## src/rtl/instruction_fetch_unit.sv

```systemverilog
// Fetch stage: owns the PC, issues one request at a time to a variable-latency imem and buffers
// the returned word for IF/ID. Optional perf counters are enabled by defining FETCH_PERF_COUNTERS_EN.
module instruction_fetch_unit #(
   parameter logic [31:0] RESET_PC = 32'h0040_0000,
   parameter logic [31:0] NOP_WORD = 32'h0000_0000
) (
   input  logic        clk,
   input  logic        reset,
   input  logic        stall_in,
   input  logic        redirect_valid,
   input  logic [31:0] redirect_target,
   output logic        imem_req,
   output logic [31:0] imem_addr,
   input  logic        imem_ready,
   input  logic        imem_rvalid,
   input  logic [31:0] imem_rdata,
   output logic [31:0] instruction_out,
   output logic [31:0] pc_plus_4_out,
   output logic        if_id_enable,
   output logic        fetch_valid
`ifdef FETCH_PERF_COUNTERS_EN
   ,
   output logic [31:0] fetched_count,
   output logic [31:0] squashed_count
`endif
);

   typedef enum logic [1:0] {
      S_FETCH = 2'd0,
      S_WAIT  = 2'd1,
      S_HOLD  = 2'd2
   } state_t;

   state_t      state_q, state_d;
   logic [31:0] pc_q, pc_d;
   logic [31:0] buf_instr_q, buf_instr_d;
   logic [31:0] buf_pc4_q, buf_pc4_d;
   logic        fetch_valid_q, fetch_valid_d;
   logic        drop_q, drop_d;
   logic        req_q;
   logic        consume_s;
   logic        squash_s;

   // Next-state: redirect overrides everything; drop marks an in-flight request whose data must be discarded.
   always_comb begin
      state_d       = state_q;
      pc_d          = pc_q;
      buf_instr_d   = buf_instr_q;
      buf_pc4_d     = buf_pc4_q;
      fetch_valid_d = fetch_valid_q;
      drop_d        = drop_q;
      consume_s     = 1'b0;
      squash_s      = 1'b0;
      if (redirect_valid) begin
         pc_d          = redirect_target;
         fetch_valid_d = 1'b0;
         case (state_q)
            S_FETCH: begin
               if (imem_ready) begin
                  drop_d   = 1'b1;
                  state_d  = S_WAIT;
                  squash_s = 1'b1;
               end else begin
                  state_d  = S_FETCH;
               end
            end
            S_WAIT: begin
               squash_s = ~drop_q;
               if (imem_rvalid) begin
                  drop_d  = 1'b0;
                  state_d = S_FETCH;
               end else begin
                  drop_d  = 1'b1;
                  state_d = S_WAIT;
               end
            end
            S_HOLD: begin
               squash_s = fetch_valid_q;
               state_d  = S_FETCH;
            end
            default: begin
               drop_d  = 1'b0;
               state_d = S_FETCH;
            end
         endcase
      end else begin
         case (state_q)
            S_FETCH: begin
               if (imem_ready) begin
                  state_d = S_WAIT;
               end else begin
                  state_d = S_FETCH;
               end
            end
            S_WAIT: begin
               if (imem_rvalid && drop_q) begin
                  drop_d  = 1'b0;
                  state_d = S_FETCH;
               end else if (imem_rvalid) begin
                  buf_instr_d   = imem_rdata;
                  buf_pc4_d     = pc_q + 32'd4;
                  pc_d          = pc_q + 32'd4;
                  fetch_valid_d = 1'b1;
                  state_d       = S_HOLD;
               end else begin
                  state_d = S_WAIT;
               end
            end
            S_HOLD: begin
               if (fetch_valid_q && !stall_in) begin
                  consume_s     = 1'b1;
                  fetch_valid_d = 1'b0;
                  state_d       = S_FETCH;
               end else begin
                  state_d = S_HOLD;
               end
            end
            default: begin
               drop_d  = 1'b0;
               state_d = S_FETCH;
            end
         endcase
      end
   end

   // State and datapath registers with synchronous active-low reset.
   always_ff @(posedge clk) begin
      if (!reset) begin
         state_q       <= S_FETCH;
         pc_q          <= RESET_PC;
         buf_instr_q   <= NOP_WORD;
         buf_pc4_q     <= 32'h0000_0000;
         fetch_valid_q <= 1'b0;
         drop_q        <= 1'b0;
         req_q         <= 1'b1;
      end else begin
         state_q       <= state_d;
         pc_q          <= pc_d;
         buf_instr_q   <= buf_instr_d;
         buf_pc4_q     <= buf_pc4_d;
         fetch_valid_q <= fetch_valid_d;
         drop_q        <= drop_d;
         req_q         <= (state_d == S_FETCH);
      end
   end

`ifdef FETCH_PERF_COUNTERS_EN
   logic [31:0] fetched_q;
   logic [31:0] squashed_q;

   // Performance counters; free-running and wrapping.
   always_ff @(posedge clk) begin
      if (!reset) begin
         fetched_q  <= 32'h0000_0000;
         squashed_q <= 32'h0000_0000;
      end else begin
         fetched_q  <= fetched_q + {31'h0000_0000, consume_s};
         squashed_q <= squashed_q + {31'h0000_0000, squash_s};
      end
   end

   assign fetched_count  = fetched_q;
   assign squashed_count = squashed_q;
`endif

   // The instruction is the only output that sees the redirect combinationally, so a squash never reaches IF/ID.
   assign instruction_out = (fetch_valid_q && !redirect_valid) ? buf_instr_q : NOP_WORD;
   assign pc_plus_4_out   = buf_pc4_q;
   assign if_id_enable    = ~stall_in;
   assign fetch_valid     = fetch_valid_q;
   assign imem_req        = req_q;
   assign imem_addr       = pc_q;

endmodule

```

## config.mk

```make
export PLATFORM = sky130hd
export DESIGN_NAME = instruction_fetch_unit
export DESIGN_NICKNAME = d
export VERILOG_FILES = /design/src/rtl/instruction_fetch_unit.sv
export SDC_FILE = /design/constraint.sdc
export NUM_CORES = 1
export LEC_CHECK = 0
export CORE_ASPECT_RATIO = 2
export CORE_MARGIN = 2
export CORE_UTILIZATION = 41
export CTS_CLUSTER_DIAMETER = 120
export CTS_CLUSTER_SIZE = 28
export DETAILED_ROUTE_END_ITERATION = 16
export MAX_ROUTING_LAYER = met4
export PLACE_DENSITY = 0.84
export SETUP_SLACK_MARGIN = 0.4
export SYNTH_ARGS = -nofsm -noshare
export SYNTH_HDL_FRONTEND = slang
export SYNTH_SLANG_ARGS = --single-unit
```

## constraint.sdc

```tcl
create_clock -name clk -period 2.1 [get_ports clk]
set_clock_uncertainty 0.05 [all_clocks]
set_input_delay 0.315 -clock clk [delete_from_list [all_inputs] [get_ports clk]]
set_output_delay 0.315 -clock clk [all_outputs]
set_load 0.05 [all_outputs]
```

# Word-level counts from Yosys, hierarchy flattened
# Index checks and enable logic that the tools add are counted.
word_totals:
  in_bits: 70
  ff_bits: 101
  out_inout_bits: 99
  elab_cells: 61
classes:
  n_reduce_logical: 16
  n_eq_ne: 10
  n_mux: 23
  add_sub_neg: 1
  n_bitwise: 4
op_table:
  columns: ["operator", "n"]
  rows:
  - ["32-bit two-way mux", 5]
  - ["32-bit by 3-bit adder with 32-bit output (second input constant)", 1]
  - ["4-bit AND reduction", 3]
  - ["2-bit inequality test (second input constant)", 5]
  - ["1-bit two-way mux", 9]
  - ["2-bit two-way mux", 4]
  - ["3-bit inequality test (second input constant)", 2]
  - ["2-bit case mux with 3 select lines", 1]
  - ["2-bit nonzero test", 3]
  - ["2-bit zero test", 2]
  - ["1-bit NOT", 4]
  - ["1-bit case mux with 2 select lines", 2]
  - ["2-bit case mux with 2 select lines", 1]
  - ["2-bit OR reduction", 2]
  - ["1-bit logical AND", 3]
  - ["1-bit case mux with 3 select lines", 1]
  - ["3-bit AND reduction", 1]
  - ["2-bit by 1-bit == test with 1-bit output (second input constant)", 1]
  - ["2-bit == test (second input constant)", 1]
  - ["1-bit zero test", 2]
  - ["2-bit by 1-bit inequality test with 1-bit output (second input constant)", 1]

# Depth between registers and ports, before layout
# Gate-level depths: netlist of run 1.
logic_depth:
  depth_word: 6
  mapped_depth: 8
  depth_no_buf: 5

# Worst setup path after synthesis of run 1
# No wires, ideal clock.
synth_path:
  kind: "reg2reg"
  start: "register pc_q[2] (netlist: imem_addr[2])"
  end: "register pc_q[20] (netlist: imem_addr[20])"
  setup_time_ns: 0.074
  arrival_time_ns: 2.485
  path_slack_ns: -0.509
  path_buffers: 1
  t_required_ns: 1.976
  period_less_slack_ns: 2.609
  stages_incl_launch_ff: 7
  cell_sequence: "dfxtp_1 > ha_1 > nand3_1 > or4_1 > buf_2 > or4_1 > a31oi_1"
synth_via:
  elab_chain_cells: 5
synth_rtl:
  columns: ["element", "line_no", "rtl"]
  rows:
  - ["start, declared", "35", "logic [31:0] pc_q, pc_d;"]
  - ["start signal, assigned", "138", "pc_q <= pc_d;"]
  - ["32-bit by 3-bit adder with 32-bit output", "102", "pc_d = pc_q + 32'd4;"]
  - ["32-bit two-way mux", "99", "end else if (imem_rvalid) begin"]
  - ["32-bit two-way mux", "96", "if (imem_rvalid && drop_q) begin"]
  - ["32-bit two-way mux", "87", "case (state_q)"]
  - ["32-bit two-way mux", "54", "if (redirect_valid) begin"]
# Every way passes these cells. The select of a mux whose other input is x is not followed.
# A chain may end at the register's enable or synchronous reset.

# Final worst setup path of run 1
layout_path:
  start: "register pc_q[4] (netlist: imem_addr[4])"
  end: "register buf_pc4_q[26] (netlist: pc_plus_4_out[26])"
layout_via:
  elab_chain_cells: 1
layout_rtl:
  columns: ["element", "line_no", "rtl"]
  rows:
  - ["32-bit by 3-bit adder with 32-bit output", "101", "buf_pc4_d = pc_q + 32'd4;"]
  - ["end signal, assigned", "140", "buf_pc4_q <= buf_pc4_d;"]
  - ["end, declared", "37", "logic [31:0] buf_pc4_q, buf_pc4_d;"]
# Every way passes these cells.

==> impl_metrics.yaml, run 1 <==
status:
  status: "finished, violations left"
  violations: "negative setup slack"
power_and_ir_drop:
  comb_power_share_pct: 22.6
  p_switching_w: 0.00159
  p_int_w: 0.00334
  seq_power_share_pct: 42.6
  clockPowerShare_pct: 34.8
  power.density_mw_per_mm2: 543
  sw_frac_of_total_pct: 32.3
  p_leak_nw: 3.60
  vdd_drop_max_mv: 0.486
yosys:
  synth_warnings: 0
  avgSynthCellArea_sq_um: 7.78
  synthArstFlopShare_pct: 0
  syn_nets: 700
  ys_ff_latch: 101
  synth-edff-count: 0
  ys.flop_type: "dfxtp_1"
  synthDistinctLibCells: 41
  ys_seq_area_share_pct: 41.3
  syn-instance-count: 629
  syn_area_sq_mm: 0.00489
global_route:
  grt_max_degree: 35
  use_met1_pct: 32.0
  grt_pass1_vias: 5853
  grt.total_usage_pct: 31.8
  busiest_layer: "met2"
  grt_util_met3_pct: 5.73
  gr-total-overflow: 0
  grt_util_met2_pct: 55.5
  antenna_found_initial: 0
  grt_pass1_wl_microns: 30400
job:
  maxCapViolations: 0
place:
  dpl.hpwl_microns: 13100
  place_ws_ns: -0.209
  gp_congestion: 0.969
  placed_cell_area_sq_mm: 0.00743
  place_inst: 925
  port_buffers: 168
setup_path:
  critPathMaxFanout: 5
  worstPathArrival_ns: 2.49
  reg2reg_slack_ns: -0.25
  critPathKind: "reg2reg"
  setup.worst_path.start_class: "flop"
  endpoint_kind: "flop"
  cp.required_ns: 2.24
die:
  initial_utilization_pct: 41.8
  chipWidth_microns: 81.3
  io-pin-count: 169
  fp-row-count: 56
  fp.dieH_microns: 159
  core-area_sq_mm: 0.0117
  die_area_sq_mm: 0.0129
cells_and_area:
  final_area_sq_mm: 0.00909
  drive_above_1_share_pct: 38.6
  nets: 951
  syn2layout_area_growth_pct: 85.7
  finish.utilization_pct: 77.7
  finalNonFillerCells: 1030
  n_antenna_cell: 0
worst_hold_path:
  hp-class: "reg2reg"
timing:
  min_period_ns: 2.35
  fin_worst_hold_slack_ns: 0.415
  worst_slack_ns: -0.251
  fmax_ghz: 0.425
  finalSetupViolCount: 1
  final.period_utilization_pct: 112
  hold_viol: 0
  tightest_slew_ns: 0.662
  slew_headroom_pct: 55.5
  slew_violations: 0
  rsz0062_at_grt: "true"
clock_tree:
  numCtsBuffers: 9
  insertion_delay_ns: 0.36
  clk_path_buf_depth: 2
  htreeDepth: 3
  path_clk_slew_ns: 0.08
  cts.sink_count: 101
  cts_root_buffer: "clkbuf_16"
  hold_buffers: 0
  cts_tree: "yes"
route:
  avgRoutedWirePerCell_microns: 25.2
  ant_nets: 0
  drc_errors: 0
  routed_wl_microns: 25900
  viasPerCell: 6.62
  drtIter0Drc: 662
  via_count: 6817
  firstDrtPassIters: 6
[metrics by stage]
stage	total power (W)	setup TNS, ns
after CTS	0.00471	0
final	0.00494	-0.251
after detailed placement	0.00301	-0.662
after global placement	0.00299	-0.549
after floorplan	0.00262	0
after global routing	0.00504	-0.247
[layer usage]
metal	vias up	share of wire, %
li1	2763	-
met1	3190	31
met2	617	49
met3	247	10
met4	0	9.9
met5	-	0
[power by group through the flow]
| stage | Clock, W | Sequential [W] | Combinational [W] |
|---|---|---|---|
| floorplan | 0 | 0.00235 | 0.000272 |
| global placement | 0 | 0.00215 | 0.000841 |
| detailed placement | 0 | 0.00216 | 0.000854 |
| CTS | 0.00168 | 0.00209 | 0.000946 |
| global route | 0.00179 | 0.00211 | 0.00114 |
| finish | 0.00172 | 0.00210 | 0.00111 |
[cell usage after synthesis, drive strengths merged, types with 7 or more instances]
library cell | count | area, sq um
dfxtp | 101 | 2020
nand2 | 95 | 357
o21ai | 62 | 310
a21oi | 50 | 250
clkbuf | 46 | 174
and2 | 32 | 200
nor2 | 27 | 101
a31oi | 22 | 138
or3 | 21 | 131
nand3 | 20 | 100
or4 | 18 | 135
xnor2 | 15 | 131
a211oi | 13 | 97.6
nand4 | 12 | 81.3
nor3 | 11 | 55.1
o31ai | 11 | 82.6
buf | 9 | 42.5
nor4 | 8 | 50.1
a311oi | 7 | 61.3
inv | 7 | 26.3
xor2 | 7 | 61.3
[worst paths after layout]
check | startpoint | to | cells past startpoint
worst max-delay path | imem_addr[4]$_SDFFE_PN0P_ | pc_plus_4_out[26]$_SDFFE_PN0P_ | 6
worst min-delay path | buf_instr_q[21]$_SDFFE_PN0P_ | buf_instr_q[21]$_SDFFE_PN0P_ | 2
worst max register to register | imem_addr[4]$_SDFFE_PN0P_ | pc_plus_4_out[26]$_SDFFE_PN0P_ | 6
worst min register to register | buf_instr_q[21]$_SDFFE_PN0P_ | buf_instr_q[21]$_SDFFE_PN0P_ | 2
[timing repair]
action	4_1_cts	5_1_grt
gates cloned	4	6
gates resized for setup	119	159
buffers inserted	52	27
pin swaps	30	85
endpoints found under the setup margin	153	129
[cells by family after synthesis]
family,after synthesis,synth area share [%]
buffers and inverters,62,4.96
XOR/XNOR,22,3.94
AND/OR/NAND/NOR,269,28.6
adder cells (fa/ha/maj),1,0.256
AO/OA/AOI/OAI,171,20.3
multiplexers,3,0.614
flip-flops,101,41.3
[critical path, stage by stage (launching register included)]
cell and delay (ns):
dfxtp_4 0.40, buf_4 0.16, nand3_4 0.08, buf_4 0.15, or4_4 0.53, o31ai_1 0.58
a31oi_1 0.24
[cell type report]
| type | count | area [sq um] |
|---|---|---|
| clock inverters | 5 | 50.0 |
| flip-flops and latches | 101 | 2130 |
| inverters | 7 | 26.3 |
| fillers | 656 | 2610 |
| multi-input cells | 467 | 3270 |
| well taps | 145 | 181 |
| repair buffers | 294 | 3180 |
| clock buffers | 11 | 254 |
[state kept, by name, summed over array words and instances (netlist names)]
| register | cells |
|---|---|
| drop_q | 1 |
| imem_addr | 32 |
| state_q | 2 |
| pc_plus_4_out | 32 |
| buf_instr_q | 32 |
| imem_req | 1 |
| fetch_valid | 1 |
[placed cells by master, fill, tap and decap left out, types with 11 or more instances in the layout]
cell type and instances:
nor2_1 26, nand2_1 83, buf_12 44, o21ai_0 55, buf_6 17, nand2_4 11
dfxtp_4 26, xnor2_1 15, buf_4 89, clkbuf_2 16, or4_4 11, clkdlybuf4s50_1 67
dfxtp_1 69, a31oi_1 20, and2_4 32, clkbuf_16 15, or3_1 16, a21oi_1 38
nand4_1 11, nand3_1 14, a21oi_2 12, dlygate4sd2_1 48
Note: power is estimated with default switching activity, not from simulation.
==> inputs of run 2 (changes only) <==
--- a/config.mk
+++ b/config.mk
@@ -5,14 +5,15 @@
 export SDC_FILE = /design/constraint.sdc
 export NUM_CORES = 1
 export LEC_CHECK = 0
+export ABC_CLOCK_PERIOD_IN_PS = 2100
 export CORE_ASPECT_RATIO = 2
 export CORE_MARGIN = 2
-export CORE_UTILIZATION = 41
+export CORE_UTILIZATION = 35
 export CTS_CLUSTER_DIAMETER = 120
 export CTS_CLUSTER_SIZE = 28
 export DETAILED_ROUTE_END_ITERATION = 16
 export MAX_ROUTING_LAYER = met4
-export PLACE_DENSITY = 0.84
+export PLACE_DENSITY = 0.67
 export SETUP_SLACK_MARGIN = 0.4
 export SYNTH_ARGS = -nofsm -noshare
 export SYNTH_HDL_FRONTEND = slang
==> run 2 against run 1 <==
The run now ends clean. Die area increased by 16%. Hold slack got worse by 0.011 ns. Fmax increased by 23%. Sequential power about the same. Routed wire length decreased by 25%. Utilization decreased by 14 points. Non-clock buffer count decreased by 14. Power decreased by 5.3%. Sequential share of layout area increased by 0.82 points. Final cell count increased by 2.8%. Clock-buffer cell count decreased by 2. Critical endpoint is now imem_addr[20]$_SDFFE_PN0P_.
==> impl_metrics.yaml, run 2 (synthesized netlist as in run 1, its figures left out) <==
clock_tree:
  hold_buffers: 0
  insertion_delay_ns: 0.35
  path_clk_slew_ns: 0.08
  cts_tree: "yes"
  cts.sink_count: 101
  cts_root_buffer: "clkbuf_16"
  clk_path_buf_depth: 2
  htreeDepth: 3
  numCtsBuffers: 9
setup_path:
  reg2reg_slack_ns: 0.18
  setup.worst_path.start_class: "flop"
  cp.required_ns: 2.33
  critPathMaxFanout: 8
  worst_r2r_path_depth: 5
  worstPathArrival_ns: 2.14
  endpoint_kind: "flop"
  reg2reg_from: "imem_addr[2]$_SDFFE_PN0P_"
  critPathKind: "reg2reg"
  crit_path_end: "imem_addr[20]$_SDFFE_PN0P_"
  critPathLaunch: "imem_addr[2]$_SDFFE_PN0P_"
  r2r_end: "imem_addr[20]$_SDFFE_PN0P_"
global_route:
  gr-total-overflow: 0
  grt_pass1_vias: 5554
  use_met1_pct: 25.3
  grt_pass1_wl_microns: 28200
  antenna_found_initial: 0
  grt_util_met2_pct: 43.2
  grt.total_usage_pct: 24.8
  grt_max_degree: 54
  busiest_layer: "met2"
  grt_util_met3_pct: 3.79
cells_and_area:
  drive_above_1_share_pct: 33.1
  final_area_sq_mm: 0.00874
  n_antenna_cell: 0
  syn2layout_area_growth_pct: 78.5
  fillers: 1190
  nets: 936
  layout_commonest_cell: "nand2_1"
  finish.utilization_pct: 63.2
  final_cell_mix: "nand2_1, buf_4, dfxtp_1"
power_and_ir_drop:
  power.density_mw_per_mm2: 535
  p_leak_nw: 3.37
  vdd_drop_max_mv: 0.388
timing:
  min_period_ns: 1.92
  rsz0062_at_grt: "true"
  slew_violations: 0
  final.period_utilization_pct: 91.3
  fin_worst_hold_slack_ns: 0.404
  slew_headroom_pct: 63.8
  hold_viol: 0
  tightest_slew_ns: 0.545
  finalSetupViolCount: 0
  fmax_ghz: 0.522
  tns_ns: 0
job:
  maxCapViolations: 0
route:
  ant_nets: 0
  routed_wl_microns: 19300
  avgRoutedWirePerCell_microns: 18.2
  viasPerCell: 5.38
  drtIter0Drc: 325
  via_count: 5696
  drc_errors: 0
  firstDrtPassIters: 5
die:
  io-pin-count: 169
  initial_utilization_pct: 35.4
  fp.dieH_microns: 171
  core-area_sq_mm: 0.0138
  fp-row-count: 61
  die_area_sq_mm: 0.0150
  chipWidth_microns: 87.6
place:
  port_buffers: 168
  dpl.hpwl_microns: 13300
  gp_congestion: 0.923
  placed_cell_area_sq_mm: 0.00753
status:
  status: "finished clean"
worst_hold_path:
  hp-class: "reg2reg"
  holdPathStages: 2
run 2: per-stage QoR:
step | setup slack, ns | instances | total power (W)
final | 0.183 | 1059 | 0.00467
after global placement | -0.164 | 972 | 0.00301
after detailed placement | -0.218 | 972 | 0.00303
after CTS | 0.182 | 1031 | 0.00466
after floorplan | 0.0404 | 629 | 0.00262
after global routing | 0.127 | 1059 | 0.00484
run 2: power breakdown:
group / total [W] / switching [W] / internal, W
combinational: 0.000976 / 0.000568 / 0.000408
clock: 0.00160 / 0.000782 / 0.000821
sequential: 0.00210 / 0.0000977 / 0.00200
run 2: final cells by class:
class | count | area [sq um] | share of cell area, %
timing repair buffer | 280 | 3030 | 34.7
inverter | 7 | 26.3 | 0.301
clock buffer | 9 | 225 | 2.58
sequential | 101 | 2120 | 24.2
tap | 189 | 236 | 2.71
clock inverter | 7 | 60.1 | 0.687
multi-input combinational | 466 | 3040 | 34.8
run 2: layer usage:
layer	vias up	wire length [microns]	part of all wire [%]
met2	209	10800	56
met3	65	770	4.0
met4	0	1050	5.4
met1	2691	6750	35
met5	-	0	0
li1	2731	-	-
run 2: timing repair:
item / CTS / global route
hold endpoints to repair: 0 / 0
cloned: 1 / 5
pin swaps: 35 / 61
buffers inserted: 42 / 23
endpoints found under the setup margin: 161 / 105
gates resized for setup: 124 / 83
run 2: how the worst min path moves through the flow:
stage / startpoint / end / slack, ns
floorplan: buf_instr_q[10]$_SDFFE_PN0P_ / buf_instr_q[10]$_SDFFE_PN0P_ / 0.38
global placement: buf_instr_q[2]$_SDFFE_PN0P_ / buf_instr_q[2]$_SDFFE_PN0P_ / 0.39
detailed placement: buf_instr_q[12]$_SDFFE_PN0P_ / buf_instr_q[12]$_SDFFE_PN0P_ / 0.39
CTS: buf_instr_q[12]$_SDFFE_PN0P_ / buf_instr_q[12]$_SDFFE_PN0P_ / 0.40
global route: buf_instr_q[22]$_SDFFE_PN0P_ / buf_instr_q[22]$_SDFFE_PN0P_ / 0.43
finish: buf_instr_q[18]$_SDFFE_PN0P_ / buf_instr_q[18]$_SDFFE_PN0P_ / 0.40
run 2: worst max-delay path, cell delays in order (launching register included):
cell and delay [ns]:
dfxtp_4 0.39, ha_4 0.16, nand3_4 0.07, or4_4 0.60
or4_1 0.42, a31oi_1 0.16
==> inputs of run 3 (changes only) <==
--- a/config.mk
+++ b/config.mk
@@ -6,14 +6,13 @@
 export NUM_CORES = 1
 export LEC_CHECK = 0
 export ABC_CLOCK_PERIOD_IN_PS = 2100
-export CORE_ASPECT_RATIO = 2
 export CORE_MARGIN = 2
 export CORE_UTILIZATION = 35
 export CTS_CLUSTER_DIAMETER = 120
 export CTS_CLUSTER_SIZE = 28
 export DETAILED_ROUTE_END_ITERATION = 16
 export MAX_ROUTING_LAYER = met4
-export PLACE_DENSITY = 0.67
+export PLACE_DENSITY_LB_ADDON = 0.15
 export SETUP_SLACK_MARGIN = 0.4
 export SYNTH_ARGS = -nofsm -noshare
 export SYNTH_HDL_FRONTEND = slang
==> run 3 against run 2 <==
Power is 4.1% higher. Clock power is 2% higher. Non-clock buffer count is 30 higher. Clock-buffer cell count is 4 higher. Via count is 7.1% higher. Die area is 0.38% lower. Global-route usage is 0.96 points higher. Routed wire length is 8.0% higher. First-iteration DRC count is 19% higher. Combinational power is 15% higher. Sequential share of layout area is 2.4 points lower. Largest power group unchanged. Highest routed layer unchanged.
==> impl_metrics.yaml, run 3 (synthesized netlist as in run 1, its figures left out) <==
setup_path:
  critPathKind: "reg2reg"
  worst_r2r_path_depth: 5
  setup.worst_path.start_class: "flop"
  endpoint_kind: "flop"
  reg2reg_slack_ns: 0.12
  cp.required_ns: 2.33
  reg2reg_from: "imem_addr[6]$_SDFFE_PN0P_"
  critPathMaxFanout: 5
  r2r_end: "imem_addr[20]$_SDFFE_PN0P_"
  cp_slowest_stage_delay_ns: 0.54
  worstPathArrival_ns: 2.21
  cp_slowest_cell: "or4_4"
  cp_cell_sequence: "nand4_1, buf_6, or4_4, or4_4, a31oi_1"
  path_common_cell: "or4_4"
die:
  chipWidth_microns: 122
  die_area_sq_mm: 0.0149
  initial_utilization_pct: 35.5
  fp-row-count: 43
  core-area_sq_mm: 0.0138
  fp.dieH_microns: 122
  io-pin-count: 169
clock_tree:
  insertion_delay_ns: 0.36
  cts.sink_count: 101
  cts_tree: "yes"
  path_clk_slew_ns: 0.07
  clk_path_buf_depth: 2
  numCtsBuffers: 9
  htreeDepth: 3
  cts_root_buffer: "clkbuf_16"
  hold_buffers: 0
power_and_ir_drop:
  sw_frac_of_total_pct: 30.9
  p_leak_nw: 3.90
  total_power_w: 0.00486
  clockPowerShare_pct: 33.6
  power.density_mw_per_mm2: 500
  p_int_w: 0.00336
  seq_power_share_pct: 43.3
  p_switching_w: 0.00151
  comb_power_share_pct: 23.1
  vdd_drop_max_mv: 0.337
timing:
  fmax_ghz: 0.504
  finalSetupViolCount: 0
  tns_ns: 0
  slew_violations: 0
  rsz0062_at_grt: "true"
  final.period_utilization_pct: 94.5
  slew_headroom_pct: 61.9
  min_period_ns: 1.98
  tightest_slew_ns: 0.573
  hold_viol: 0
cells_and_area:
  nets: 966
  drive_above_1_share_pct: 45.7
  layout_commonest_cell: "buf_4"
  fillers: 1052
  finalNonFillerCells: 1081
  finish.utilization_pct: 70.7
  final_cell_mix: "buf_4, dfxtp_1, clkdlybuf4s50_1"
  syn2layout_area_growth_pct: 98.8
place:
  gp_congestion: 0.914
  place_inst: 964
  port_buffers: 168
  dpl.hpwl_microns: 12100
global_route:
  gr-total-overflow: 0
  antenna_found_initial: 0
  grt_pass1_wl_microns: 29200
  grt_max_degree: 41
  grt.total_usage_pct: 25.8
  grt_pass1_vias: 5644
route:
  viasPerCell: 5.64
  ant_nets: 0
  drc_errors: 0
  avgRoutedWirePerCell_microns: 19.3
  routed_wl_microns: 20900
  firstDrtPassIters: 5
  via_count: 6100
  drtIter0Drc: 388
status:
  status: "finished clean"
worst_hold_path:
  min_to: "buf_instr_q[11]$_SDFFE_PN0P_"
  holdPathStages: 2
  hp-class: "reg2reg"
  hold_path.startpoint: "buf_instr_q[11]$_SDFFE_PN0P_"
job:
  maxCapViolations: 0
-- run 3: cell types whose count changed in the layout (fill, tap and decap cells not counted), sizes merged --
cell | previous run | this run
dlygate4sd2 | 49 | 51
diode | 0 | 1
clkinv | 4 | 1
buf | 142 | 171
clkbuf | 23 | 26
inv | 9 | 8
-- run 3: timing repair --
item                       4_1_cts  5_1_grt
gates resized for setup        144      234
hold endpoints to repair         0        0
gates cloned                     7        7
pin swaps                       39      106
buffers inserted                65       21
setup endpoints to repair      181      130
-- run 3: power by group through the flow --
stage	Sequential, W	Combinational, W	Clock [W]
6_report	0.00210	0.00112	0.00164
5_1_grt	0.00212	0.00118	0.00172
4_1_cts	0.00209	0.000969	0.00164
3_5_place_dp	0.00216	0.000855	0
3_3_place_gp	0.00215	0.000847	0
2_1_floorplan	0.00235	0.000272	0
-- run 3: layout make-up --
type                            count  area (sq um)  area share [%]
Antenna cell                        1          2.50          0.0257
Multi-Input combinational cell    466          3570            36.7
Sequential cell                   101          2120            21.8
Tap cell                          180           225            2.31
Clock buffer                       13           260            2.67
Clock inverter                      3          18.8           0.193
Inverter                            7          26.3           0.270
Timing Repair Buffer              310          3510            36.1
-- run 3: critical path, delay by kind of cell (launching register included) --
| kind | cells | cell delay, ns |
|---|---|---|
| simple gates | 3 | 1.18 |
| buf+inv | 1 | 0.16 |
| compound gates | 1 | 0.14 |
| flops | 1 | 0.37 |
-- run 3: routing by layer --
layer  wire length (microns)  vias up  share of wire, %  GRT usage [%]
li1                        -     2804                 -              -
met1                    8320     2980                40           32.4
met2                   10700      250                51           42.0
met3                    1140       66               5.4           3.35
met4                     742        0               3.6           10.6
met5                       0        -                 0              -
-- run 3: how the worst max path moves through the flow --
stage,startpoint,endpoint,slack (ns),cells after the start
detailed placement,imem_rvalid,imem_addr[27]$_SDFFE_PN0P_,-0.22,5
global placement,imem_rvalid,imem_addr[27]$_SDFFE_PN0P_,-0.20,5
CTS,imem_addr[2]$_SDFFE_PN0P_,imem_addr[20]$_SDFFE_PN0P_,0.21,5
finish,imem_addr[6]$_SDFFE_PN0P_,imem_addr[20]$_SDFFE_PN0P_,0.12,5
floorplan,imem_addr[2]$_SDFFE_PN0P_,imem_addr[20]$_SDFFE_PN0P_,0.04,6
global route,imem_addr[6]$_SDFFE_PN0P_,imem_addr[30]$_SDFFE_PN0P_,0.08,7
-- run 3: stage by stage --
stage	worst slack, ns	hold slack (ns)	instance area (sq um)
floorplan	0.0404	0.382	5190
detailed placement	-0.216	0.392	7530
finish	0.116	0.407	9730
CTS	0.207	0.402	8650
global placement	-0.198	0.387	7530
global route	0.0802	0.422	9730
